<file path="config.mk">
export PLATFORM = sky130hd
export DESIGN_NAME = pool_flatten
export DESIGN_NICKNAME = d
export VERILOG_FILES = /design/src/rtl/pool_flatten_pkg.sv /design/src/rtl/pool_flatten_max_track.sv /design/src/rtl/pool_flatten.sv
export SDC_FILE = /design/constraint.sdc
export NUM_CORES = 1
export LEC_CHECK = 0
export BUFFER_PORTS_ARGS = -buffer_cell sky130_fd_sc_hd__buf_2
export CAP_MARGIN = 20
export CORE_ASPECT_RATIO = 2
export CORE_MARGIN = 8
export CORE_UTILIZATION = 62
export CTS_CLUSTER_SIZE = 28
export DETAILED_ROUTE_END_ITERATION = 10
export PLACE_DENSITY = 0.95
export SLEW_MARGIN = 15
export SYNTH_ARGS = -nofsm -noshare
export SYNTH_HDL_FRONTEND = slang
export SYNTH_SLANG_ARGS = --single-unit
export TNS_END_PERCENT = 100
</file>
<file path="constraint.sdc">
create_clock -name clk -period 4.6 [get_ports clk]
set_input_delay 0.46 -clock clk [delete_from_list [all_inputs] [get_ports clk]]
set_output_delay 0.46 -clock clk [all_outputs]
set_load 0.05 [all_outputs]
</file>
<file path="src/rtl/pool_flatten_pkg.sv">
// Shared constants for pool_flatten: memory-select codes, FSM encodings and
// map-geometry constants derived from the L0 map width.
package pool_flatten_pkg;

  localparam int unsigned L0_W     = 64;
  localparam int unsigned POOL_W   = L0_W / 2;
  localparam int unsigned POOL_XW  = $clog2(POOL_W);
  localparam int unsigned POOL_PW  = 2 * POOL_XW;

  localparam logic [2:0] CSEL_NONE = 3'b000;
  localparam logic [2:0] CSEL_L0K0 = 3'b001;
  localparam logic [2:0] CSEL_L0K1 = 3'b010;
  localparam logic [2:0] CSEL_L1K0 = 3'b011;
  localparam logic [2:0] CSEL_L1K1 = 3'b100;
  localparam logic [2:0] CSEL_L2   = 3'b101;

  localparam logic [2:0] ST_IDLE  = 3'd0;
  localparam logic [2:0] ST_READ  = 3'd1;
  localparam logic [2:0] ST_WR_L1 = 3'd2;
  localparam logic [2:0] ST_WR_L2 = 3'd3;
  localparam logic [2:0] ST_NEXT  = 3'd4;
  localparam logic [2:0] ST_DONE  = 3'd5;

  // Offset of the k-th pixel of a 2x2 window from its top-left address.
  function automatic logic [11:0] win_offset(input logic [1:0] k, input int unsigned w);
    case (k)
      2'd0:    win_offset = 12'd0;
      2'd1:    win_offset = 12'd1;
      2'd2:    win_offset = 12'(w);
      default: win_offset = 12'(w + 1);
    endcase
  endfunction

endpackage

</file>
<file path="src/rtl/pool_flatten_max_track.sv">
// Running-maximum register for one pooling window; unsigned compare, ties keep
// the earlier value. max_nxt_o is the value the register takes at the next edge.
module max_track #(
  parameter int unsigned DW = 20
) (
  input  logic          clk,
  input  logic          rst,
  input  logic          load_i,
  input  logic          upd_i,
  input  logic [DW-1:0] data_i,
  output logic [DW-1:0] max_nxt_o
);

  logic [DW-1:0] max_q, max_d;

  always_comb begin
    max_d = max_q;
    if (load_i)
      max_d = data_i;
    else if (upd_i && (data_i > max_q))
      max_d = data_i;
  end

  always_ff @(posedge clk or posedge rst) begin
    if (rst) max_q <= '0;
    else     max_q <= max_d;
  end

  assign max_nxt_o = max_d;

endmodule

</file>
<file path="src/rtl/pool_flatten.sv">
// 2x2/stride-2 max-pool of both L0 maps into L1; optional channel-interleaved
// flatten into L2 when FLATTEN_EN is defined. All outputs are registered.
module pool_flatten
  import pool_flatten_pkg::*;
#(
  parameter int unsigned DW    = 20,
  parameter int unsigned IMG_W = L0_W
) (
  input  logic          clk,
  input  logic          reset,
  input  logic          start,
  output logic          done,
  output logic          crd,
  output logic [11:0]   caddr_rd,
  input  logic [DW-1:0] cdata_rd,
  output logic          cwr,
  output logic [11:0]   caddr_wr,
  output logic [DW-1:0] cdata_wr,
  output logic [2:0]    csel
);

  localparam int unsigned XW = $clog2(IMG_W / 2);
  localparam int unsigned PW = 2 * XW;

  logic [2:0]    state_q, state_d;
  logic          kernel_q, kernel_d;
  logic [PW-1:0] p_q, p_d;
  logic [2:0]    k_q, k_d;

  logic          done_q, done_d, crd_q, crd_d, cwr_q, cwr_d;
  logic [11:0]   caddr_rd_q, caddr_rd_d, caddr_wr_q, caddr_wr_d;
  logic [DW-1:0] cdata_wr_q, cdata_wr_d;
  logic [2:0]    csel_q, csel_d;

  logic          max_load, max_upd;
  logic [DW-1:0] max_nxt;

  max_track #(.DW(DW)) u_max (
    .clk      (clk),
    .rst      (reset),
    .load_i   (max_load),
    .upd_i    (max_upd),
    .data_i   (cdata_rd),
    .max_nxt_o(max_nxt)
  );

  assign max_load = (state_q == ST_READ) && (k_q == 3'd1);
  assign max_upd  = (state_q == ST_READ) && (k_q >= 3'd2);

  always_comb begin
    state_d  = state_q;
    kernel_d = kernel_q;
    p_d      = p_q;
    k_d      = k_q;
    case (state_q)
      ST_IDLE, ST_DONE: begin
        if (start) begin
          state_d  = ST_READ;
          kernel_d = 1'b0;
          p_d      = '0;
          k_d      = '0;
        end
      end
      ST_READ: begin
        k_d = k_q + 3'd1;
        if (k_q == 3'd4) state_d = ST_WR_L1;
      end
      ST_WR_L1: begin
`ifdef FLATTEN_EN
        state_d = ST_WR_L2;
`else
        state_d = ST_NEXT;
`endif
      end
      ST_WR_L2: state_d = ST_NEXT;
      ST_NEXT: begin
        k_d = '0;
        if (p_q == '1 && kernel_q) begin
          state_d = ST_DONE;
        end else begin
          state_d = ST_READ;
          p_d     = p_q + 1'b1;
          if (p_q == '1) kernel_d = 1'b1;
        end
      end
      default: state_d = ST_IDLE;
    endcase
  end

  // Outputs are decoded from the next state so the registered values line up
  // with the cycle the FSM is actually in.
  always_comb begin
    done_d     = (state_d == ST_DONE);
    crd_d      = (state_d == ST_READ) && (k_d != 3'd4);
    cwr_d      = (state_d == ST_WR_L1) || (state_d == ST_WR_L2);
    caddr_rd_d = caddr_rd_q;
    caddr_wr_d = caddr_wr_q;
    cdata_wr_d = cdata_wr_q;
    csel_d     = csel_q;
    if (crd_d) begin
      csel_d     = kernel_d ? CSEL_L0K1 : CSEL_L0K0;
      caddr_rd_d = 12'({p_d[PW-1:XW], 1'b0, p_d[XW-1:0], 1'b0}) + win_offset(k_d[1:0], IMG_W);
    end
    if (state_d == ST_WR_L1) begin
      csel_d     = kernel_d ? CSEL_L1K1 : CSEL_L1K0;
      caddr_wr_d = 12'(p_d);
      cdata_wr_d = max_nxt;
    end
    if (state_d == ST_WR_L2) begin
      csel_d     = CSEL_L2;
      caddr_wr_d = 12'({p_d, kernel_d});
      cdata_wr_d = max_nxt;
    end
  end

  always_ff @(posedge clk or posedge reset) begin
    if (reset) begin
      state_q    <= ST_IDLE;
      kernel_q   <= 1'b0;
      p_q        <= '0;
      k_q        <= '0;
      done_q     <= 1'b0;
      crd_q      <= 1'b0;
      cwr_q      <= 1'b0;
      caddr_rd_q <= '0;
      caddr_wr_q <= '0;
      cdata_wr_q <= '0;
      csel_q     <= CSEL_NONE;
    end else begin
      state_q    <= state_d;
      kernel_q   <= kernel_d;
      p_q        <= p_d;
      k_q        <= k_d;
      done_q     <= done_d;
      crd_q      <= crd_d;
      cwr_q      <= cwr_d;
      caddr_rd_q <= caddr_rd_d;
      caddr_wr_q <= caddr_wr_d;
      cdata_wr_q <= cdata_wr_d;
      csel_q     <= csel_d;
    end
  end

  assign done     = done_q;
  assign crd      = crd_q;
  assign cwr      = cwr_q;
  assign caddr_rd = caddr_rd_q;
  assign caddr_wr = caddr_wr_q;
  assign cdata_wr = cdata_wr_q;
  assign csel     = csel_q;

endmodule

</file>
==> out/summary.json <==
{
  "cellLeakagePower": {"value": 0.002435, "unit": "µW"},
  "postSynthRegisterBits": {"value": 86},
  "ant_nets": {"value": 0},
  "synth_compound_area_frac": {"value": 0.1233},
  "clkSlewWorstSetupHoldPaths": {"value": 60, "unit": "ps"},
  "timing.fmax": {"value": 309.8, "unit": "MHz"},
  "filler_cell_count": {"value": 519},
  "final.min_clock_period": {"value": 3228, "unit": "ps"},
  "clock_skew": {"value": 6.315, "unit": "ps"},
  "ff2ff_setup_slack": {"value": 1370, "unit": "ps"},
  "tritoncts_clock_tree": {"value": "yes"},
  "muxShareOfSynthArea": {"value": 0.1033},
  "post_synth_fa_ha_maj_area_fraction": {"value": 0.06819},
  "grt_total_ovfl": {"value": 0},
  "synth_largest_type_area_fraction": {"value": 0.4511},
  "coreArea": {"value": 7545, "unit": "µm²"},
  "cts_max_level": {"value": 3},
  "cts_buffer_depth": {"value": 2},
  "yosysUniqueCellTypes": {"value": 56},
  "place.port_buffers": {"value": 71},
  "timing_worst_setup_path_type": {"value": "reg -> reg"},
  "num-nets-final": {"value": 577},
  "drive_above_1_share": {"value": 0.2720},
  "detail_route.drc_violations": {"value": 0},
  "grt_start_max_net_pins": {"value": 48},
  "synth_xor_xnor_area_share": {"value": 0.001836},
  "grt_first_pass_wirelength": {"value": 20900, "unit": "µm"},
  "setup-violations-final": {"value": 0},
  "ir_worst_vdd": {"value": 298.2, "unit": "µV"},
  "synth.top_cells.by_area": {"value": "sky130_fd_sc_hd__dfrtp_1 45%, sky130_fd_sc_hd__mux2_2 9.2%, sky130_fd_sc_hd__ha_1 6.8%"},
  "avgViaCountPerCell": {"value": 6.428},
  "worstPathArrival": {"value": 3460, "unit": "ps"},
  "syn2layout_area_growth": {"value": 14.66, "unit": "%"},
  "first_iter_violations": {"value": 345},
  "synth_enable_flop_cells": {"value": 0},
  "syn_area_per_cell": {"value": 10.17, "unit": "µm²"},
  "cts_root_buffer": {"value": "sky130_fd_sc_hd__clkbuf_16"},
  "final_min_period_over_clock_period": {"value": 0.7017},
  "startpoint_type": {"value": "flip-flop"},
  "hold_violations": {"value": 0},
  "critPathCaptureType": {"value": "flip-flop"},
  "dr.pass1.iters": {"value": 5},
  "tightest_slew": {"value": 880.5, "unit": "ps"},
  "pwr_density_cell": {"value": 433.1, "unit": "nW/µm²"},
  "status": {"value": "finished clean"},
  "synth-main-ff-cell": {"value": "sky130_fd_sc_hd__dfrtp_1"},
  "synth_simple_gate_area_frac": {"value": 0.1962},
  "mappedNetlistNets": {"value": 518},
  "path_max_fanout": {"value": 21},
  "wl": {"value": 12760, "unit": "µm"},
  "post_cts_buffers": {"value": 0},
  "synth_sequential_area_ratio": {"value": 0.4511},
  "grt_setup_unrepaired": {"value": "no"},
  "synthDominantAreaCellType": {"value": "sky130_fd_sc_hd__dfrtp_1"},
  "critPathRequiredTime": {"value": 4830, "unit": "ps"},
  "die_y": {"value": 140.1, "unit": "µm"},
  "synth_area": {"value": 4771, "unit": "µm²"},
  "largest_family_of_logic_cells_by_synthesized_area": {"value": "simple AND/OR/NAND/NOR gates"},
  "cts_num_sinks": {"value": 86},
  "die_area": {"value": 10930, "unit": "µm²"},
  "clk-insertion-delay-late": {"value": 350, "unit": "ps"},
  "tns": {"value": 0, "unit": "ps"},
  "num_rows": {"value": 45},
  "globalplace.congestion": {"value": 0.9672},
  "postCtsHoldBufs": {"value": 0},
  "avgRoutedWirePerCell": {"value": 20.32, "unit": "µm"},
  "max-slew-margin-rel": {"value": 0.4094},
  "place_hpwl": {"value": 8928, "unit": "µm"},
  "globalRouteTotalUtil": {"value": 0.2384},
  "number_of_antenna_violations_at_the_first_check_in_global_routing": {"value": 1},
  "fin_util": {"value": 0.7250},
  "hold_slack": {"value": 197.3, "unit": "ps"},
  "floorplan.initialDensity": {"value": 0.6323},
  "dpl-instance-area": {"value": 5167, "unit": "µm²"},
  "grt_pass1_vias": {"value": 4356},
  "min_path_type": {"value": "in -> async"},
  "async_reset_ff_frac": {"value": 1.000},
  "overall_via_count_from_detail_route": {"value": 4037},
  "design.portCount": {"value": 73},
  "cts.repair.resized": {"value": 0},
  "cts_buffers": {"value": 9},
  "synth.yosys.warnings": {"value": 0},
  "final_max_slew_viol_count": {"value": 0},
  "final_instance_area": {"value": 5470, "unit": "µm²"},
  "die_width": {"value": 78.03, "unit": "µm"},
  "post_synthesis_instance_total": {"value": 469},
  "timing.max_cap.violations": {"value": 0}
}
## per-layer routing
layer  GRT usage  part of all wire  vias to the layer above
met2      0.4422              0.57                      157
met5           0                 0                        -
li1            -                 -                     1838
met3     0.04744             0.043                       43
met4      0.1495             0.042                        0
met1      0.2287              0.34                     1999
## cell usage in the layout, fill, tap and decap left out, types with 3 or more instances in the layout
cell | synthesis | routed
sky130_fd_sc_hd__mux2_2 | 39 | 39
sky130_fd_sc_hd__nor3_1 | 37 | 37
sky130_fd_sc_hd__and4_1 | 8 | 8
sky130_fd_sc_hd__clkbuf_16 | 0 | 9
sky130_fd_sc_hd__nor2_1 | 25 | 25
sky130_fd_sc_hd__a21o_1 | 4 | 4
sky130_fd_sc_hd__dfrtp_1 | 86 | 86
sky130_fd_sc_hd__nand3_1 | 16 | 16
sky130_fd_sc_hd__clkinvlp_4 | 0 | 3
sky130_fd_sc_hd__nand2_1 | 27 | 27
sky130_fd_sc_hd__a21oi_1 | 11 | 11
sky130_fd_sc_hd__a31oi_1 | 14 | 14
sky130_fd_sc_hd__and2_1 | 3 | 3
sky130_fd_sc_hd__nor4_1 | 8 | 8
sky130_fd_sc_hd__a41oi_1 | 3 | 3
sky130_fd_sc_hd__buf_4 | 2 | 8
sky130_fd_sc_hd__nand4_1 | 4 | 4
sky130_fd_sc_hd__inv_1 | 31 | 30
sky130_fd_sc_hd__nor2b_1 | 4 | 4
sky130_fd_sc_hd__o31ai_1 | 23 | 23
sky130_fd_sc_hd__nor4b_1 | 19 | 19
sky130_fd_sc_hd__mux2_1 | 3 | 3
sky130_fd_sc_hd__o21ai_0 | 11 | 9
sky130_fd_sc_hd__buf_2 | 11 | 71
sky130_fd_sc_hd__ha_1 | 26 | 26
## synth_stat cells (2+ instances only)
cell type / count
sky130_fd_sc_hd__a211oi_1: 2
sky130_fd_sc_hd__a21boi_0: 2
sky130_fd_sc_hd__a21o_1: 4
sky130_fd_sc_hd__a21oi_1: 11
sky130_fd_sc_hd__a31oi_1: 14
sky130_fd_sc_hd__a41oi_1: 3
sky130_fd_sc_hd__and2_1: 3
sky130_fd_sc_hd__and4_1: 8
sky130_fd_sc_hd__buf_1: 3
sky130_fd_sc_hd__buf_2: 11
sky130_fd_sc_hd__buf_4: 2
sky130_fd_sc_hd__clkbuf_1: 15
sky130_fd_sc_hd__dfrtp_1: 86
sky130_fd_sc_hd__ha_1: 26
sky130_fd_sc_hd__inv_1: 31
sky130_fd_sc_hd__mux2_1: 3
sky130_fd_sc_hd__mux2_2: 39
sky130_fd_sc_hd__mux2i_1: 2
sky130_fd_sc_hd__nand2_1: 27
sky130_fd_sc_hd__nand3_1: 16
sky130_fd_sc_hd__nand4_1: 4
sky130_fd_sc_hd__nor2_1: 25
sky130_fd_sc_hd__nor2b_1: 4
sky130_fd_sc_hd__nor3_1: 37
sky130_fd_sc_hd__nor4_1: 8
sky130_fd_sc_hd__nor4b_1: 19
sky130_fd_sc_hd__o211ai_1: 2
sky130_fd_sc_hd__o21ai_0: 11
sky130_fd_sc_hd__o31ai_1: 23
sky130_fd_sc_hd__o41ai_1: 2
## sequential cells by signal, summed over array words and instances, names as in the netlist, 3 cells and up
| name | count |
|---|---|
| caddr_wr | 11 |
| p_q | 10 |
| state_q | 3 |
| caddr_rd | 12 |
| csel | 3 |
| cdata_wr | 20 |
| k_q | 3 |
| u_max.max_q | 20 |
## layout make-up
type	instances	area (µm²)	area share
diodes	1	2.502	0.0004575
flip-flops and latches	86	2152	0.3934
clock inverters	7	75.07	0.01372
repair buffers	79	415.4	0.07594
well taps	94	117.6	0.02150
clock buffers	9	225.2	0.04117
multi-input cells	319	2355	0.4305
inverters	33	127.6	0.02333
## stage by stage
| step | setup slack, ps | instances | total power, µW |
|---|---|---|---|
| 6_report | 1372 | 628 | 2369 |
| 3_5_place_dp | 1306 | 611 | 1642 |
| 5_1_grt | 1189 | 628 | 2471 |
| 3_3_place_gp | 1430 | 611 | 1612 |
| 2_1_floorplan | 1918 | 469 | 1458 |
| 4_1_cts | 1441 | 627 | 2378 |
## path summary, 6_finish.rpt
kind | from | to | cells past startpoint
worst max-delay path | u_max.max_q[7] | u_max.max_q[14] | 10
worst min register to register | caddr_wr[1] | caddr_wr[1] | 2
worst min-delay path | reset | caddr_wr[1] | 2
min in group clk | cdata_rd[15] | u_max.max_q[15] | 2
max in group asynchronous | reset | caddr_rd[3] | 3
worst max register to register | u_max.max_q[7] | u_max.max_q[14] | 10
## worst max-delay path, cell delays in order (launching register included)
cell and delay, ps:
sky130_fd_sc_hd__dfrtp_1 370, sky130_fd_sc_hd__inv_1 70, sky130_fd_sc_hd__ha_1 320, sky130_fd_sc_hd__and4_1 250
sky130_fd_sc_hd__and4_1 240, sky130_fd_sc_hd__a21boi_0 130, sky130_fd_sc_hd__nand4b_2 560, sky130_fd_sc_hd__buf_4 400
sky130_fd_sc_hd__o21ai_1 180, sky130_fd_sc_hd__buf_4 240, sky130_fd_sc_hd__mux2_2 350
## power by group
group / switching, µW / internal [µW] / leakage [µW]
Combinational: 472 / 226 / 0.00133
Sequential: 75.3 / 866 / 0.000962
Clock: 308 / 421 / 0.000138
## cell families (layout without fill, tap and decap cells)
group | Yosys count | in the layout
XOR/XNOR | 1 | 1
multiplexers | 44 | 44
AND/OR/NAND/NOR | 162 | 162
adder cells (fa/ha/maj) | 26 | 26
other | 1 | 2
buffers and inverters | 64 | 128
flip-flops | 86 | 86
AO/OA/AOI/OAI | 85 | 85
(Power assumes the default switching activity.)
